[src/rtl/neander_uc.sv]
// rtl/neander_uc.sv - Neander CPU control unit (Moore sequencer with memory wait counter)
//
// Purpose:
//    Sequences fetch, operand fetch, address fetch, execute and write-back
//    for the 8-bit Neander datapath. Strobes are decoded from the state
//    register and the wait counter. The opcode and flags come from the RI
//    and NZ registers, so they hold steady for the whole instruction.
//
// Ports:
//    clk       in   clock
//    rst       in   asynchronous active-high reset
//    opcode    in   RI[7:4]
//    flag_n    in   N flag
//    flag_z    in   Z flag
//    pc_inc    out  PC increment strobe
//    pc_load   out  PC load strobe (PC <= RDM)
//    addr_sel  out  REM source: 0 = PC, 1 = RDM
//    rem_load  out  load REM
//    rdm_src   out  RDM source: 0 = memory, 1 = AC
//    rdm_load  out  load RDM
//    ri_load   out  load RI
//    ac_load   out  load AC from ALU
//    nz_load   out  load N/Z flags
//    alu_sel   out  0 ADD, 1 AND, 2 OR, 3 NOT, 4 PASS_Y
//    mem_wr    out  memory write strobe
//    halted    out  high in HALT state

module neander_uc #(
   parameter int unsigned MEM_LAT = 1
) (
   input  logic       clk,
   input  logic       rst,
   input  logic [3:0] opcode,
   input  logic       flag_n,
   input  logic       flag_z,
   output logic       pc_inc,
   output logic       pc_load,
   output logic       addr_sel,
   output logic       rem_load,
   output logic       rdm_src,
   output logic       rdm_load,
   output logic       ri_load,
   output logic       ac_load,
   output logic       nz_load,
   output logic [2:0] alu_sel,
   output logic       mem_wr,
   output logic       halted
);

   localparam logic [3:0] OP_STA = 4'h1;
   localparam logic [3:0] OP_LDA = 4'h2;
   localparam logic [3:0] OP_ADD = 4'h3;
   localparam logic [3:0] OP_OR  = 4'h4;
   localparam logic [3:0] OP_AND = 4'h5;
   localparam logic [3:0] OP_NOT = 4'h6;
   localparam logic [3:0] OP_JMP = 4'h8;
   localparam logic [3:0] OP_JN  = 4'h9;
   localparam logic [3:0] OP_JZ  = 4'hA;
   localparam logic [3:0] OP_HLT = 4'hF;

   localparam logic [2:0] ALU_ADD  = 3'd0;
   localparam logic [2:0] ALU_AND  = 3'd1;
   localparam logic [2:0] ALU_OR   = 3'd2;
   localparam logic [2:0] ALU_NOT  = 3'd3;
   localparam logic [2:0] ALU_PASS = 3'd4;

   // Terminal count of the wait counter; a read state lasts MEM_LAT cycles.
   localparam logic [3:0] LAT_M1 = 4'(MEM_LAT - 1);

   typedef enum logic [3:0] {
      S_INIT,
      S_F_REM,
      S_F_RD,
      S_F_RI,
      S_DEC,
      S_O_REM,
      S_O_RD,
      S_JUMP,
      S_A_REM,
      S_W_RDM,
      S_W_MEM,
      S_D_RD,
      S_EXEC,
      S_HALT
   } state_t;

   state_t     state_q, state_d;
   logic [3:0] cnt_q, cnt_d;
   logic       rd_first;
   logic       rd_last;
   logic       is_jump;

   assign rd_first = (cnt_q == 4'd0);
   assign rd_last  = (cnt_q == LAT_M1);
   assign is_jump  = (opcode == OP_JMP) || (opcode == OP_JN) || (opcode == OP_JZ);

   always_ff @(posedge clk or posedge rst) begin
      if (rst) begin
         state_q <= S_INIT;
         cnt_q   <= 4'd0;
      end else begin
         state_q <= state_d;
         cnt_q   <= cnt_d;
      end
   end

   always_comb begin
      state_d  = state_q;
      // Counter is zero outside the read states, so each read state entry
      // starts from zero; it only advances while a read is still pending.
      cnt_d    = 4'd0;
      pc_inc   = 1'b0;
      pc_load  = 1'b0;
      addr_sel = 1'b0;
      rem_load = 1'b0;
      rdm_src  = 1'b0;
      rdm_load = 1'b0;
      ri_load  = 1'b0;
      ac_load  = 1'b0;
      nz_load  = 1'b0;
      alu_sel  = ALU_ADD;
      mem_wr   = 1'b0;
      halted   = 1'b0;

      unique case (state_q)
         S_INIT: begin
            state_d = S_F_REM;
         end
         S_F_REM: begin
            rem_load = 1'b1;
            state_d  = S_F_RD;
         end
         S_F_RD: begin
            pc_inc   = rd_first;
            rdm_load = rd_last;
            if (rd_last) state_d = S_F_RI;
            else         cnt_d   = cnt_q + 4'd1;
         end
         S_F_RI: begin
            ri_load = 1'b1;
            state_d = S_DEC;
         end
         S_DEC: begin
            case (opcode)
               OP_NOT: begin
                  ac_load = 1'b1;
                  nz_load = 1'b1;
                  alu_sel = ALU_NOT;
                  state_d = S_F_REM;
               end
               OP_HLT: state_d = S_HALT;
               OP_JN: begin
                  // Untaken branch skips its operand byte.
                  if (flag_n) state_d = S_O_REM;
                  else begin
                     pc_inc  = 1'b1;
                     state_d = S_F_REM;
                  end
               end
               OP_JZ: begin
                  if (flag_z) state_d = S_O_REM;
                  else begin
                     pc_inc  = 1'b1;
                     state_d = S_F_REM;
                  end
               end
               OP_STA, OP_LDA, OP_ADD, OP_OR, OP_AND, OP_JMP: state_d = S_O_REM;
               default: state_d = S_F_REM;
            endcase
         end
         S_O_REM: begin
            rem_load = 1'b1;
            state_d  = S_O_RD;
         end
         S_O_RD: begin
            pc_inc   = rd_first;
            rdm_load = rd_last;
            if (rd_last) state_d = is_jump ? S_JUMP : S_A_REM;
            else         cnt_d   = cnt_q + 4'd1;
         end
         S_JUMP: begin
            pc_load = 1'b1;
            state_d = S_F_REM;
         end
         S_A_REM: begin
            addr_sel = 1'b1;
            rem_load = 1'b1;
            state_d  = (opcode == OP_STA) ? S_W_RDM : S_D_RD;
         end
         S_W_RDM: begin
            rdm_src  = 1'b1;
            rdm_load = 1'b1;
            state_d  = S_W_MEM;
         end
         S_W_MEM: begin
            mem_wr  = 1'b1;
            state_d = S_F_REM;
         end
         S_D_RD: begin
            rdm_load = rd_last;
            if (rd_last) state_d = S_EXEC;
            else         cnt_d   = cnt_q + 4'd1;
         end
         S_EXEC: begin
            ac_load = 1'b1;
            nz_load = 1'b1;
            case (opcode)
               OP_LDA:  alu_sel = ALU_PASS;
               OP_OR:   alu_sel = ALU_OR;
               OP_AND:  alu_sel = ALU_AND;
               default: alu_sel = ALU_ADD;
            endcase
            state_d = S_F_REM;
         end
         S_HALT: begin
            halted = 1'b1;
         end
         default: begin
            state_d = S_INIT;
         end
      endcase
   end

endmodule

[config.mk]
export PLATFORM = sky130hd
export DESIGN_NAME = neander_uc
export DESIGN_NICKNAME = d
export VERILOG_FILES = /design/src/rtl/neander_uc.sv
export SDC_FILE = /design/constraint.sdc
export NUM_CORES = 1
export LEC_CHECK = 0
export BUFFER_PORTS_ARGS = -buffer_cell sky130_fd_sc_hd__buf_2
export CAP_MARGIN = 40
export CORE_MARGIN = 5
export CORE_UTILIZATION = 40
export DETAILED_ROUTE_END_ITERATION = 8
export GPL_TIMING_DRIVEN = 0
export MAX_ROUTING_LAYER = met4
export SETUP_SLACK_MARGIN = 0.3
export SYNTH_ARGS = -nofsm -noshare
export SYNTH_HDL_FRONTEND = slang
export SYNTH_SLANG_ARGS = --single-unit
[constraint.sdc]
create_clock -name clk -period 3.7 [get_ports clk]
set_clock_uncertainty 0.2 [all_clocks]
set_input_delay 0.185 -clock clk [delete_from_list [all_inputs] [get_ports clk]]
set_output_delay 0.185 -clock clk [all_outputs]
set_load 0.1 [all_outputs]
==> results of run 1 <==
[Yosys cell counts, types with 2 or more instances]
master	n
buf_6	2
buf_4	3
nor3_1	3
xnor2_1	2
o221ai_1	2
nand3_1	3
ha_1	2
nand2_1	6
nor2_1	14
nand2b_1	4
a21oi_1	7
buf_2	4
nand4_1	2
dfrtp_1	8
inv_1	5
xor2_1	2
nand3b_1	3
o21ai_0	3
[worst max-delay path by stage]
stage	startpoint	end	slack [ns]	depth (start not counted)
2_1_floorplan	state_q[0]	alu_sel[1]	0.47	4
3_3_place_gp	cnt_q[0]	rdm_load	1.68	6
3_5_place_dp	cnt_q[0]	pc_inc	1.67	6
4_1_cts	cnt_q[0]	pc_inc	1.40	6
5_1_grt	cnt_q[0]	pc_inc	1.26	6
6_report	cnt_q[0]	pc_inc	1.42	6
[per-stage QoR]
stage | total power, mW | hold WS, ns
after floorplan | 0.636 | -0.199
after global placement | 0.732 | -0.0671
after detailed placement | 0.729 | -0.0580
after CTS | 0.798 | 0.112
after global routing | 0.847 | 0.144
final | 0.794 | 0.109
[metal layers]
| metal | share of wire, % | vias to the layer above | track usage, % | wire length, um |
|---|---|---|---|---|
| li1 | - | 406 | - | - |
| met1 | 48 | 362 | 23.4 | 938 |
| met2 | 46 | 25 | 21.7 | 890 |
| met3 | 6.0 | 0 | 2.41 | 117 |
| met4 | 0 | 0 | 2.43 | 0 |
| met5 | 0 | - | - | 0 |
[registers in the layout (all words and copies together), names as in the netlist]
signal and flops:
cnt_q 4, state_q 4
[kinds of logic after synthesis]
family                     count (synthesis)  share of synthesized area (%)
adders and majority gates                  2                           3.09
buffers and inverters                     14                           10.3
AOI/OAI and AO/OA                         23                           21.0
xor gates and xnor gates                   4                           4.32
and+or+nand+nor                           47                           34.0
muxes                                      2                           2.62
DFF                                        8                           24.7
[tightest hold or removal path, cell delays in order]
cell      delay (ns)
buf_6           0.11
a211oi_2        0.07
o221ai_1        0.06
nand3_1         0.08
[power breakdown]
| part | internal, mW | total [mW] | leakage, nW | switching, mW |
|---|---|---|---|---|
| registers | 0.109 | 0.139 | 0.105 | 0.0299 |
| logic | 0.154 | 0.590 | 0.354 | 0.437 |
| clock network | 0.0370 | 0.0649 | 0.0138 | 0.0279 |
| total | 0.299 | 0.794 | 0.473 | 0.495 |
[layout by cell type (no fill, tap or decap), types with 2 or more instances in the layout]
| cell | instances |
|---|---|
| o221ai_1 | 2 |
| o41ai_2 | 2 |
| xor2_1 | 2 |
| buf_4 | 3 |
| o21ai_1 | 2 |
| nand2b_1 | 4 |
| ha_1 | 2 |
| buf_2 | 23 |
| nand4_1 | 2 |
| nor3_1 | 3 |
| clkbuf_4 | 3 |
| a21oi_1 | 7 |
| xnor2_1 | 2 |
| buf_6 | 2 |
| inv_1 | 5 |
| nand3_1 | 3 |
| o21ai_0 | 2 |
| nor2_1 | 14 |
| nand3b_1 | 3 |
| dfrtp_1 | 8 |
| nand2_1 | 6 |
[area by class of cell]
type,instances,area (um2),area share (%)
multi-input combinational,78,541,54.8
inverter,5,18.8,1.90
timing repair buffer,20,105,10.7
clock buffer,3,22.5,2.28
sequential,8,200,20.3
tap,27,33.8,3.43
buffer,9,65.1,6.60
[timing repair]
action                    CTS  global route
setup buffers               0             0
hold endpoints to repair    8             0
hold buffers                1             0
==> results by group, run 1 <==
Power
  – Leakage power: 0.473 nW
  – Total power divided by cell area: 805 nW/um2
  – Max VDD drop: 0.732 mV

Finish
  – Final core utilization: 50.8%
  – Filler cells: 195
  – Area delta synth->final: 21.6%
  – Post-route cell area: 986 um2
  – ANT cells: 0
  – Final Net Count: 135
  – Layout cells sized above 1: 32.5%
  – Final Non-Filler Cells: 150

Routing
  – Pre-antenna DRT Iters: 4
  – Post-Route WL: 1950 um
  – WL/cell: 13.0 um
  – Total number of vias: 793
  – DR vias/cell: 5.29
  – DR DRC count: 0
  – Post-DRT Antenna Nets: 0
  – Detailed Route Iter0 Violations: 24

Setup path
  – CP delay by family, top: buffers and inverters
  – Reg2Reg Capture Point: state_q[3]
  – CP max FO: 6
  – Highest-delay cell along the critical path: buf_2
  – Crit path buffers/inverters: 2
  – Worst r2r src: cnt_q[0]
  – WP data arrival: 1.89 ns
  – Crit path cell chain: inv_1, ha_1, nor3b_4, nand3_1, o41ai_2, buf_2
  – Critical path startpoint category: flop
  – Reg2Reg Setup Slack: 2.07 ns
  – Critical path class: flop to output pin
  – CP max stage delay: 0.48 ns
  – Worst R2R Path Depth: 5
  – Worst Path Required: 3.31 ns
  – Critical path capture point type: output pin

Placed design
  – DP Area: 953 um2
  – Placed cells: 146
  – Gpl congestion: 0.861
  – Port bufs: 19
  – Dpl hpwl: 1500 um
  – Placement Setup Slack: 1.67 ns

Clocking
  – CTS buffer count: 3
  – # clock sinks: 8
  – Clk Latency, worst-skew pair: 0.25 ns
  – Clk slew on worst S/H paths: 0.05 ns
  – CTS tree: done
  – # H-tree levels: 1
  – Post-cts sizing count: 0
  – Bufs on Longest Clock Path: 2
  – Clk root buf: clkbuf_4

Worst hold path
  – Hold Path Depth: 4
  – Hold EP: state_q[2]
  – Worst hold start: opcode[2]
  – HP Class: primary input to flop

GRT
  – First-pass GRT wire length: 3340 um
  – Vias in the first global route: 749
  – Gr usage total: 15.4%
  – GRT Residual Overflow: 0
  – Initial antenna violation count: 0
  – Largest net degree at the start of global routing: 11

Timing
  – Fin crit share: 61.6%
  – Period minus WS final: 2.28 ns
  – Setup ws final: 1.42 ns
  – Max frequency: 0.439 GHz
  – Worst-margin pin slew: 0.492 ns
  – Final hold vios: 0
  – Final Max Tran Viols: 0
  – Slew margin rel.: 67.4%
  – Sum of negative setup slack: 0 ns
  – Final setup viols: 0
  – RSZ-0062 raised after global routing: false

Synth
  – Post-synth EDFFs: 0
  – Post-synthesis sequential area ratio: 24.7%
  – Post-synth top area cell: dfrtp_1
  – Synth area leaders: dfrtp_1 25%, nor2_1 6.5%, a21oi_1 4.3%, ha_1 3.1%, nand2b_1 3.1%
  – Syn Nets: 110
  – Post-synth top area share: 24.7%
  – Number of synthesized register bits: 8
  – Syn Area/Cell: 8.11 um2
  – Ys flop type: dfrtp_1
  – Async set or reset register ratio after synthesis: 100%
  – YS warnings: 0
  – Mapped Cells: 100
  – Count of cell types in the netlist: 43
  – Synth Cell Area: 811 um2

Run status
  – Outcome: finished clean

Floorplanning
  – Die Height: 55.0 um
  – Top Ports: 22
  – Starting Density: 41.8%
  – Die ar.: 3030 um2
  – Num rows: 16
  – Core ar.: 1940 um2
  – Chip width: 55.0 um

Job
  – Max-Cap Viols: 0
(Power assumes the default switching activity.)
==> run 2: changes to the inputs <==
--- a/config.mk
+++ b/config.mk
@@ -12,6 +12,7 @@
 export DETAILED_ROUTE_END_ITERATION = 8
 export GPL_TIMING_DRIVEN = 0
 export MAX_ROUTING_LAYER = met4
+export PLACE_DENSITY = 0.66
 export SETUP_SLACK_MARGIN = 0.3
 export SYNTH_ARGS = -nofsm -noshare
 export SYNTH_HDL_FRONTEND = slang
==> constraint.sdc (replaced) <==
create_clock -name clk -period 1.95 [get_ports clk]
set_clock_uncertainty 0.2 [all_clocks]
set_input_delay 0.0975 -clock clk [delete_from_list [all_inputs] [get_ports clk]]
set_output_delay 0.0975 -clock clk [all_outputs]
set_load 0.1 [all_outputs]
==> results by group, run 2 (same netlist as run 1, synthesis figures left out) <==
Run status
  – Outcome: finished with violations
  – Violated checks: negative setup slack

Timing
  – Slew margin rel.: 75.6%
  – Max frequency: 0.500 GHz
  – Worst-margin pin slew: 0.362 ns
  – Final hold vios: 0
  – Setup ws final: -0.0512 ns
  – Period minus WS final: 2.00 ns
  – RSZ-0062 raised after global routing: true
  – Final setup viols: 2
  – Sum of negative setup slack: -0.0853 ns
  – Final Max Tran Viols: 0
  – Fin crit share: 103%

Floorplanning
  – Top Ports: 22
  – Core ar.: 1940 um2
  – Die Height: 55.0 um
  – Starting Density: 41.8%
  – Num rows: 16
  – Die ar.: 3030 um2
  – Chip width: 55.0 um

Clocking
  – Clk Latency, worst-skew pair: 0.28 ns
  – # H-tree levels: 1
  – # clock sinks: 8
  – Clk slew on worst S/H paths: 0.06 ns
  – CTS buffer count: 3
  – Bufs on Longest Clock Path: 2
  – CTS tree: done
  – Clk root buf: clkbuf_4

Setup path
  – Highest-delay cell along the critical path: dfrtp_1
  – Critical path capture point type: output pin
  – CP max stage delay: 0.38 ns
  – Critical path class: flop to output pin
  – Crit path buffers/inverters: 3
  – Worst r2r src: cnt_q[1]
  – Critical path startpoint category: flop
  – CP delay by family, top: buffers and inverters
  – Reg2Reg Capture Point: state_q[2]
  – WP data arrival: 1.70 ns
  – Worst R2R Path Depth: 9
  – Reg2Reg Setup Slack: 0.05 ns
  – Worst Path Required: 1.65 ns
  – CP max FO: 3
  – Crit path cell chain: inv_1, ha_1, nor3b_4, buf_4, nor2b_4, o21ai_4, buf_12

Routing
  – Post-DRT Antenna Nets: 0
  – Pre-antenna DRT Iters: 4
  – Detailed Route Iter0 Violations: 32
  – DR DRC count: 0
  – Post-Route WL: 3010 um
  – DR vias/cell: 5.66
  – WL/cell: 17.3 um
  – Total number of vias: 985

Worst hold path
  – Worst hold start: opcode[2]
  – Hold Path Depth: 4
  – Hold EP: state_q[2]
  – HP Class: primary input to flop

GRT
  – Vias in the first global route: 870
  – GRT Residual Overflow: 0
  – Gr usage total: 20.1%
  – Initial antenna violation count: 0
  – Largest net degree at the start of global routing: 11
  – First-pass GRT wire length: 4110 um

Power
  – Clock power share: 6.4%
  – Leakage power: 0.674 nW
  – Sw power: 1.27 mW
  – Sw frac: 54.2%
  – Overall power: 2.34 mW
  – Combinational power share: 81.3%
  – Flop pwr share: 12.3%
  – Total power divided by cell area: 1510 nW/um2
  – Max VDD drop: 1.50 mV
  – Internal power: 1.07 mW

Placed design
  – Gpl congestion: 0.827
  – Port bufs: 19
  – Dpl hpwl: 1670 um

Finish
  – Layout cells sized above 1: 57.8%
  – Area delta synth->final: 91.0%
  – Most frequent cells in the layout: 20 x buf_4, 13 x buf_6, 10 x buf_12
  – Largest registers: cnt_q: 4 flops, state_q: 4 flops
  – Commonest non-fill, non-tap cell in the layout: buf_4
  – ANT cells: 0
  – Final Net Count: 158

Job
  – Max-Cap Viols: 0
## run 2: cell type report
cell class / count / area, um2
Timing Repair Buffer: 43 / 465
Tap cell: 27 / 33.8
Inverter: 5 / 21.3
Fill cell: 115 / 393
Sequential cell: 8 / 204
Clock buffer: 4 / 26.3
Multi-Input combinational cell: 78 / 707
Buffer: 9 / 91.3
## run 2: how the worst max path moves through the flow
stage	startpoint	end	cells after the start
4_1_cts	cnt_q[0]	pc_inc	6
5_1_grt	cnt_q[1]	rdm_load	7
3_5_place_dp	cnt_q[0]	pc_inc	6
2_1_floorplan	state_q[0]	pc_inc	3
3_3_place_gp	cnt_q[0]	pc_inc	6
6_report	cnt_q[1]	rdm_load	7
## run 2: power by group through the flow
stage	Clock, mW	Sequential, mW	Combinational (mW)
after floorplan	0	0.254	1.14
after global placement	0	0.271	1.29
after detailed placement	0	0.273	1.31
after CTS	0.142	0.279	1.68
after global routing	0.164	0.290	1.98
final	0.149	0.289	1.91
## run 2: through the flow
step	setup WS (ns)	area, um2	util [%]	instances	hold slack, ns
after floorplan	-0.136	951	-	100	-0.287
after global placement	-0.0674	1080	55.6	146	-0.154
after detailed placement	-0.0885	1080	55.6	146	-0.146
after CTS	0.0191	1410	72.4	162	0.0310
after global routing	-0.0975	1550	79.8	174	0.0186
final	-0.0512	1550	79.8	174	0.0114
## run 2: tightest hold or removal path, delay by kind of cell
| kind | cells | cell delay [ns] |
|---|---|---|
| compound gates | 2 | 0.14 |
| simple gates | 1 | 0.09 |
| buf+inv | 1 | 0.12 |
## run 2: repair_timing
item	4_1_cts	5_1_grt
cloned	0	1
hold endpoints to repair	8	0
gates resized for setup	59	14
endpoints found under the setup margin	16	19
pin swaps	8	5
hold buffers	1	0
setup buffers	11	11
## run 2: metal layers
metal,share of wire [%],track usage [%],up-vias
li1,-,-,454
met1,37,24.1,471
met2,52,34.1,50
met3,6.5,4.02,10
met4,4.2,6.07,0
met5,0,-,-
==> run 3: changes to the inputs <==
--- a/config.mk
+++ b/config.mk
@@ -7,6 +7,7 @@
 export LEC_CHECK = 0
 export BUFFER_PORTS_ARGS = -buffer_cell sky130_fd_sc_hd__buf_2
 export CAP_MARGIN = 40
+export CORE_ASPECT_RATIO = 1.25
 export CORE_MARGIN = 5
 export CORE_UTILIZATION = 40
 export DETAILED_ROUTE_END_ITERATION = 8
==> results by group, run 3 (same netlist as run 1, synthesis figures left out) <==
Finish
  – Largest registers: cnt_q: 4 flops, state_q: 4 flops
  – Most frequent cells in the layout: 22 x buf_4, 14 x buf_6, 10 x buf_12
  – Layout cells sized above 1: 62.4%
  – Commonest non-fill, non-tap cell in the layout: buf_4
  – Filler cells: 100
  – Register Area: 204 um2
  – Final core utilization: 82.3%
  – Post-route cell area: 1610 um2
  – ANT cells: 0
  – Multi-input gate area: 761 um2
  – Final Net Count: 160
  – Area delta synth->final: 98.9%

Timing
  – Slew margin rel.: 53.9%
  – Max frequency: 0.499 GHz
  – Final hold vios: 0
  – Final Max Tran Viols: 0
  – Fin crit share: 103%
  – Final setup viols: 1
  – Period minus WS final: 2.01 ns
  – Worst-margin pin slew: 0.684 ns
  – Hold_ws: 0.0103 ns
  – RSZ-0062 raised after global routing: true
  – Setup ws final: -0.0559 ns

Routing
  – DR vias/cell: 5.81
  – DR DRC count: 0
  – Total number of vias: 982
  – Post-Route WL: 3130 um
  – Detailed Route Iter0 Violations: 33
  – Pre-antenna DRT Iters: 5
  – Post-DRT Antenna Nets: 0
  – WL/cell: 18.5 um

Setup path
  – Critical path startpoint category: flop
  – Worst R2R Path Depth: 6
  – WP data arrival: 1.71 ns
  – Highest-delay cell along the critical path: dfrtp_2
  – CP max stage delay: 0.45 ns
  – Worst Path Required: 1.65 ns
  – Crit path cell chain: buf_6, nor2_1, nand3_2, o41ai_4, buf_6
  – CP max FO: 8
  – Most frequent CP cell: buf_6
  – Critical path capture point type: output pin
  – CP delay by family, top: simple AND/OR/NAND/NOR gates
  – Critical path class: flop to output pin
  – Crit path depth: 5
  – Crit path buffers/inverters: 2

Job
  – Max-Cap Viols: 0

Floorplanning
  – Die Height: 60.3 um
  – Top Ports: 22
  – Die ar.: 3030 um2
  – Num rows: 18
  – Starting Density: 41.4%
  – Core ar.: 1960 um2
  – Chip width: 50.3 um

GRT
  – Gr usage total: 18.2%
  – Largest net degree at the start of global routing: 11
  – First-pass GRT wire length: 4180 um
  – GRT Residual Overflow: 0
  – Vias in the first global route: 912
  – Initial antenna violation count: 0

Power
  – Leakage power: 0.713 nW
  – Total power divided by cell area: 1550 nW/um2
  – Max VDD drop: 1.50 mV

Clocking
  – CTS buffer count: 3
  – Bufs on Longest Clock Path: 2
  – CTS tree: done
  – # H-tree levels: 1
  – Clk Latency, worst-skew pair: 0.26 ns
  – # clock sinks: 8
  – Clk slew on worst S/H paths: 0.06 ns
  – Clk root buf: clkbuf_4

Worst hold path
  – HP Class: primary input to flop
  – Hold Path Depth: 4

Placed design
  – Port bufs: 19
  – Dpl hpwl: 1590 um
  – Placement Setup Slack: -0.0812 ns
  – Gpl congestion: 0.810
  – DP Area: 1070 um2

Run status
  – Violated checks: negative setup slack
  – Outcome: finished with violations
-- run 3: cell types whose count changed in the layout (fill, tap and decap cells not counted), moves of 2 or more --
| cell | change |
|---|---|
| buf_4 | +2 |
| nand2_1 | -2 |
| nand2_4 | +2 |
| nor2_1 | -2 |
| nor2_2 | +2 |
-- run 3: power by group --
group,switching (mW),internal [mW]
combinational,1.22,0.862
clock,0.0587,0.0784
sequential,0.0622,0.212
total,1.34,1.15
-- run 3: metal layers --
layer  up-vias  track usage [%]  routed length [um]
li1        453                -                   -
met1       457             19.2                1140
met2        58             33.2                1700
met3        14             3.19                 208
met4         0             7.12                  92
met5         -                -                   0
-- run 3: worst reg2reg max path: cells and delay by family (launching register included) --
kind / cells / cell delay (ns)
AO/OA/AOI/OAI: 2 / 0.67
buffers and inverters: 3 / 0.43
flip-flops: 1 / 0.37
AND/OR/NAND/NOR: 1 / 0.12
-- run 3: metrics by stage --
stage | setup TNS (ns) | instances | power [mW]
after floorplan | -0.283 | 100 | 1.39
after global placement | -0.101 | 139 | 1.57
after detailed placement | -0.123 | 139 | 1.57
after CTS | -0.00775 | 156 | 2.09
after global routing | -0.178 | 169 | 2.58
final | -0.0559 | 169 | 2.49
-- run 3: area by class of cell --
cell class	instances	area share [%]
plain buffers	9	5.66
clock buffers	4	1.63
inverters	5	1.16
multi-input cells	78	47.2
flip-flops and latches	8	12.6
well taps	20	1.55
repair buffers	45	30.2
-- run 3: timing repair --
item,4_1_cts,5_1_grt
gates resized for setup,58,26
endpoints found under the hold margin,8,0
hold buffers,1,0
pin swaps,7,8
setup endpoints to repair,16,20
buffers inserted,12,13
-- run 3: final timing paths --
path | start | end | slack, ns
worst max register to register | state_q[0] | state_q[1] | 0.07
worst min register to register | cnt_q[0] | cnt_q[0] | 0.34
worst max-delay path | state_q[3] | pc_inc | -0.06
worst min-delay path | opcode[2] | state_q[2] | 0.01
min in group asynchronous | rst | cnt_q[0] | 0.14
max in group asynchronous | rst | state_q[1] | 1.15
